<file path="src/rtl/rv_dmux_stream_nxw.sv">
// ----------------------------------------------------------------------------
// rv_dmux_stream_nxw
//   Registered 1-to-N stream demultiplexer. One word is held in an output
//   register and presented to the channel picked by sel_in, or to every channel
//   when bcast_in is set. Each channel completes its own valid/ready handshake.
//   A word whose select is out of range is consumed and dropped. Dropping it
//   raises a one-cycle err_out pulse and bumps a saturating drop counter.
//
// Ports
//   clk_in        : clock, rising edge
//   rst_n_in      : asynchronous active-low reset
//   valid_in      : producer has a word
//   ready_out     : block accepts a word this cycle
//   data_in       : input word             [WIDTH]
//   sel_in        : destination channel    [S]
//   bcast_in      : deliver to all channels, ignore sel_in
//   valid_out     : per-channel valid      [N]
//   ready_in      : per-channel ready      [N]
//   data_out      : per-channel word       [N][WIDTH], zero when not valid
//   err_out       : pulse per dropped word
//   drop_cnt_out  : saturating drop count  [CNT_W]
// ----------------------------------------------------------------------------

// Per-channel output stage: gates the shared holding register onto one channel
// and reports whether that channel still holds a word after this cycle.
module rv_dmux_stream_nxw_lane #(
    parameter int WIDTH = 32
) (
    input  logic             pend_i,
    input  logic             ready_i,
    input  logic [WIDTH-1:0] data_i,
    output logic             valid_o,
    output logic [WIDTH-1:0] data_o,
    output logic             stall_o
);
    assign valid_o = pend_i;
    assign data_o  = pend_i ? data_i : '0;
    assign stall_o = pend_i & ~ready_i;
endmodule

module rv_dmux_stream_nxw #(
    parameter int WIDTH = 32,
    parameter int N     = 5,
    parameter int S     = $clog2(N),
    parameter int CNT_W = 8
) (
    input  logic                    clk_in,
    input  logic                    rst_n_in,
    input  logic                    valid_in,
    output logic                    ready_out,
    input  logic [WIDTH-1:0]        data_in,
    input  logic [S-1:0]            sel_in,
    input  logic                    bcast_in,
    output logic [N-1:0]            valid_out,
    input  logic [N-1:0]            ready_in,
    output logic [N-1:0][WIDTH-1:0] data_out,
    output logic                    err_out,
    output logic [CNT_W-1:0]        drop_cnt_out
);
    // One extra bit lets N itself be represented when N is a power of two.
    localparam logic [S:0] N_EXT = (S+1)'(N);

    logic [WIDTH-1:0] data_q, data_d;
    logic [N-1:0]     pend_q, pend_d;
    logic             err_q, err_d;
    logic [CNT_W-1:0] drop_q, drop_d;

    logic [N-1:0]     stall;
    logic [N-1:0]     onehot;
    logic             accept;
    logic             sel_ok;

    for (genvar i = 0; i < N; i++) begin : g_lane
        rv_dmux_stream_nxw_lane #(.WIDTH(WIDTH)) u_lane (
            .pend_i  (pend_q[i]),
            .ready_i (ready_in[i]),
            .data_i  (data_q),
            .valid_o (valid_out[i]),
            .data_o  (data_out[i]),
            .stall_o (stall[i])
        );
    end

    // Accept as soon as every pending channel handshakes this cycle, so a
    // streaming consumer sees no bubble between words.
    assign ready_out = (stall == '0);
    assign accept    = valid_in & ready_out;
    assign sel_ok    = ({1'b0, sel_in} < N_EXT);
    assign onehot    = {{(N-1){1'b0}}, 1'b1} << sel_in;

    always_comb begin
        pend_d = pend_q & ~ready_in;
        data_d = data_q;
        err_d  = 1'b0;
        drop_d = drop_q;
        if (accept) begin
            if (bcast_in) begin
                data_d = data_in;
                pend_d = '1;
            end else if (sel_ok) begin
                data_d = data_in;
                pend_d = onehot;
            end else begin
                // Bad select: swallow the word so the producer never stalls.
                pend_d = '0;
                err_d  = 1'b1;
                if (drop_q != '1) drop_d = drop_q + CNT_W'(1);
            end
        end
    end

    always_ff @(posedge clk_in or negedge rst_n_in) begin
        if (!rst_n_in) begin
            data_q <= '0;
            pend_q <= '0;
            err_q  <= 1'b0;
            drop_q <= '0;
        end else begin
            data_q <= data_d;
            pend_q <= pend_d;
            err_q  <= err_d;
            drop_q <= drop_d;
        end
    end

    assign err_out      = err_q;
    assign drop_cnt_out = drop_q;
endmodule

</file>
<file path="config.mk">
export PLATFORM = sky130hd
export DESIGN_NAME = rv_dmux_stream_nxw
export DESIGN_NICKNAME = d
export VERILOG_FILES = /design/src/rtl/rv_dmux_stream_nxw.sv
export SDC_FILE = /design/constraint.sdc
export NUM_CORES = 1
export LEC_CHECK = 0
export ABC_AREA = 1
export BUFFER_PORTS_ARGS = -buffer_cell sky130_fd_sc_hd__buf_2
export CAP_MARGIN = 20
export CORE_MARGIN = 4
export CORE_UTILIZATION = 35
export CTS_CLUSTER_DIAMETER = 30
export DETAILED_ROUTE_END_ITERATION = 8
export GPL_TIMING_DRIVEN = 0
export HOLD_SLACK_MARGIN = 0.12
export PLACE_DENSITY = 0.66
export SETUP_SLACK_MARGIN = 0.1
export SYNTH_ARGS = -nofsm -noshare
export SYNTH_HDL_FRONTEND = slang
export SYNTH_HIERARCHICAL = 1
export SYNTH_SLANG_ARGS = --single-unit
</file>
<file path="constraint.sdc">
create_clock -name clk_in -period 1.9 [get_ports clk_in]
set_input_delay 0.19 -clock clk_in [delete_from_list [all_inputs] [get_ports clk_in]]
set_output_delay 0.19 -clock clk_in [all_outputs]
set_load 0.05 [all_outputs]
</file>
==> metrics.csv <==
metric;value;unit
outcome;finished clean;
most common library cell in the layout ignoring fill and taps;nand2_1;
first-pass GRT wire length;19.66;mm
adder-cell share of the synthesized area;0.3337;%
Min-Delay Path Class;input port to flip-flop;
MaxCap Viol Count;0;
final instance area;5394;µm²
critical path, cell by cell;buf_6, inv_1, nor2_1, nor2_2, nand3_2, inv_1, buf_4;
Critical Path Sink Type;primary output;
placer congestion estimate;0.8253;
Num CTS Buffers;5;
worst r2r dst;data_q[13];
CTS Root Cell;clkbuf_8;
final worst path period share;87.81;%
actual slew at the worst max-slew pin;397.5;ps
min cycle time layout;1668;ps
vias per cell;4.215;
CP dominant cell by count;inv_1;
Distinct cells, synth;25;
TritonRoute pass-1 iters;4;
Die X;111.5;µm
Worst R2R Start;pend_q[3];
CP max FO;6;
Reg2Reg Setup Slack;240;ps
clock slew at reported path FFs;90;ps
H-tree depth;2;
Total GRT Usage;19.24;%
# diodes;0;
row count;37;
Core Region;10370;µm²
#FFs+latches synth;46;
Cell Pwr Density;1463;nW/µm²
maximum vdd drop;986.1;µV
fin. max-slew vios;0;
initial DRC count;253;
initial antenna violation count;0;
Setup crit start;pend_q[3];
sequential share of the synthesized area;30.70;%
crit start category;flip-flop;
post-synthesis compound-gate area fraction;1.835;%
synth warn;6;
mean post-synth cell area;6.239;µm²
Mapped Area;3750;µm²
grt peak-use layer;met2;
critical path arrival;1480;ps
largest net degree at the start of global routing;47;
fraction of layout cells with a size suffix above 1;35.10;%
Gate Count Post-Synth;601;
Clock Latency Late Sink;300;ps
Leak;4.293;nW
Final Hold Fails;0;
Simple-Gate Fraction of Synth Area;37.60;%
Max stage delay on crit path;410;ps
CTS tree;yes;
PnR Total Power;0.007892;W
DRC;0;
Crit-path slowest cell;dfrtp_1;
P&R area growth vs syn;43.84;%
clock buffer depth;2;
Worst Path Required;1710;ps
most frequent cells in the layout;nand2_1, buf_2, inv_1;
die area;12430;µm²
Total Wirelength;12.41;mm
Mapped Nets;646;
post-synthesis mux area share;0;%
antenna-violating nets left;0;
final non-filler cell total;985;
io pins;219;
met2 Use GR;31.28;%
M3 GR Usage;4.185;%
fmax;599.4;MHz
Finish-stage setup viols;0;
placed cell areas;5011;µm²
worst clock skew;9.401;ps
Final Hold Slack;129.3;ps
Placed Cells;955;
IO Port Bufs;218;
Synth Area in XOR/XNOR;0.4671;%
Overflow after GRT;0;
Setup crit end;ready_out;
reg2reg path depth;11;
chip height;111.5;µm
per-cell routed wire length;12.59;µm
setup_tns;0;ps
largest family of logic cells by synthesized area;simple AND/OR/NAND/NOR gates;
Initial Util;36.16;%
DR vias;4152;
NumNets Final;893;
met1 Use GR;25.97;%
RSZ-0062 raised after global routing;false;
Clock Sinks;46;
vias in the first global route;3767;
Crit Path Class;flip-flop to primary output;
Slew HR;73.50;%
Final HPWL DP;9.500;mm
-- sequential cells by signal, summed over array words and instances, names as in the netlist --
register and flops:
data_q 32, drop_cnt_out 8, err_out 1, pend_q 5
-- per-stage QoR --
| step | utilization [%] | setup WS [ps] |
|---|---|---|
| 2_1_floorplan | - | 294.1 |
| 3_5_place_dp | 48.32 | 121.0 |
| 5_1_grt | 52.02 | 97.08 |
| 3_3_place_gp | 48.32 | 126.4 |
| 6_report | 52.02 | 231.6 |
| 4_1_cts | 51.44 | 114.2 |
-- critical path, delay by kind of cell, from the launching register on --
kind | cells | cell delay [ps]
buffers and inverters | 4 | 480
flip-flops | 1 | 410
AND/OR/NAND/NOR | 3 | 290
-- kinds of logic after synthesis --
logic type,Yosys count
AND/OR/NAND/NOR,328
adder cells (fa/ha/maj),1
XOR/XNOR,2
AO/OA/AOI/OAI,11
buffers and inverters,213
flip-flops,46
-- what timing repair did --
item,CTS,global route
buffers inserted,0,2
gates resized for setup,0,2
endpoints found under the setup margin,0,39
endpoints found under the hold margin,18,14
hold buffers,18,1
-- area by class of cell --
cell class,instances,area [µm²]
fillers,1122,4976
inverters,178,669.4
multi-input cells,342,1509
well taps,136,170.2
plain buffers,35,420.4
repair buffers,240,1331
clock inverters,2,60.06
clock buffers,6,82.58
flip-flops and latches,46,1151
-- where the power goes --
group / internal [W] / switching, W
clock network: 0.000562 / 0.000350
logic: 0.00130 / 0.00373
registers: 0.00133 / 0.000630
total: 0.00319 / 0.00471
-- synth_stat cells --
cell,number,area share (%)
buf_2,4,0.53
buf_8,10,4.0
nor2_4,1,0.30
buf_4,8,1.6
a21oi_1,2,0.27
nand3b_1,6,1.2
nor2_1,15,1.5
nand3_2,2,0.53
nand2_1,229,23
nand3_1,44,5.9
ha_1,1,0.33
nor3_1,1,0.13
nand2_2,25,4.2
nand4_1,1,0.17
xor2_1,2,0.47
nand2_4,1,0.30
clkinv_2,1,0.13
dfrtp_1,46,31
buf_12,5,2.7
o21ai_4,1,0.43
nor2_2,3,0.50
o21ai_0,6,0.80
inv_1,177,18
buf_6,8,2.4
a31oi_1,2,0.33
-- worst min-delay path by stage --
| stage | cells after the start | startpoint | end |
|---|---|---|---|
| floorplan | 0 | rst_n_in | data_q[0] |
| global placement | 3 | data_in[23] | data_q[23] |
| detailed placement | 3 | data_in[19] | data_q[19] |
| CTS | 1 | rst_n_in | data_q[24] |
| global route | 3 | data_in[21] | data_q[21] |
| finish | 3 | data_in[21] | data_q[21] |
-- per-layer routing --
| layer | part of all wire, % | up-vias | routed length [µm] |
|---|---|---|---|
| li1 | - | 2169 | - |
| met1 | 45 | 1809 | 5628 |
| met2 | 45 | 158 | 5586 |
| met3 | 7.6 | 16 | 937 |
| met4 | 2.0 | 0 | 252 |
| met5 | 0 | - | 0 |
No activity file was read; power rests on OpenSTA's default activity.
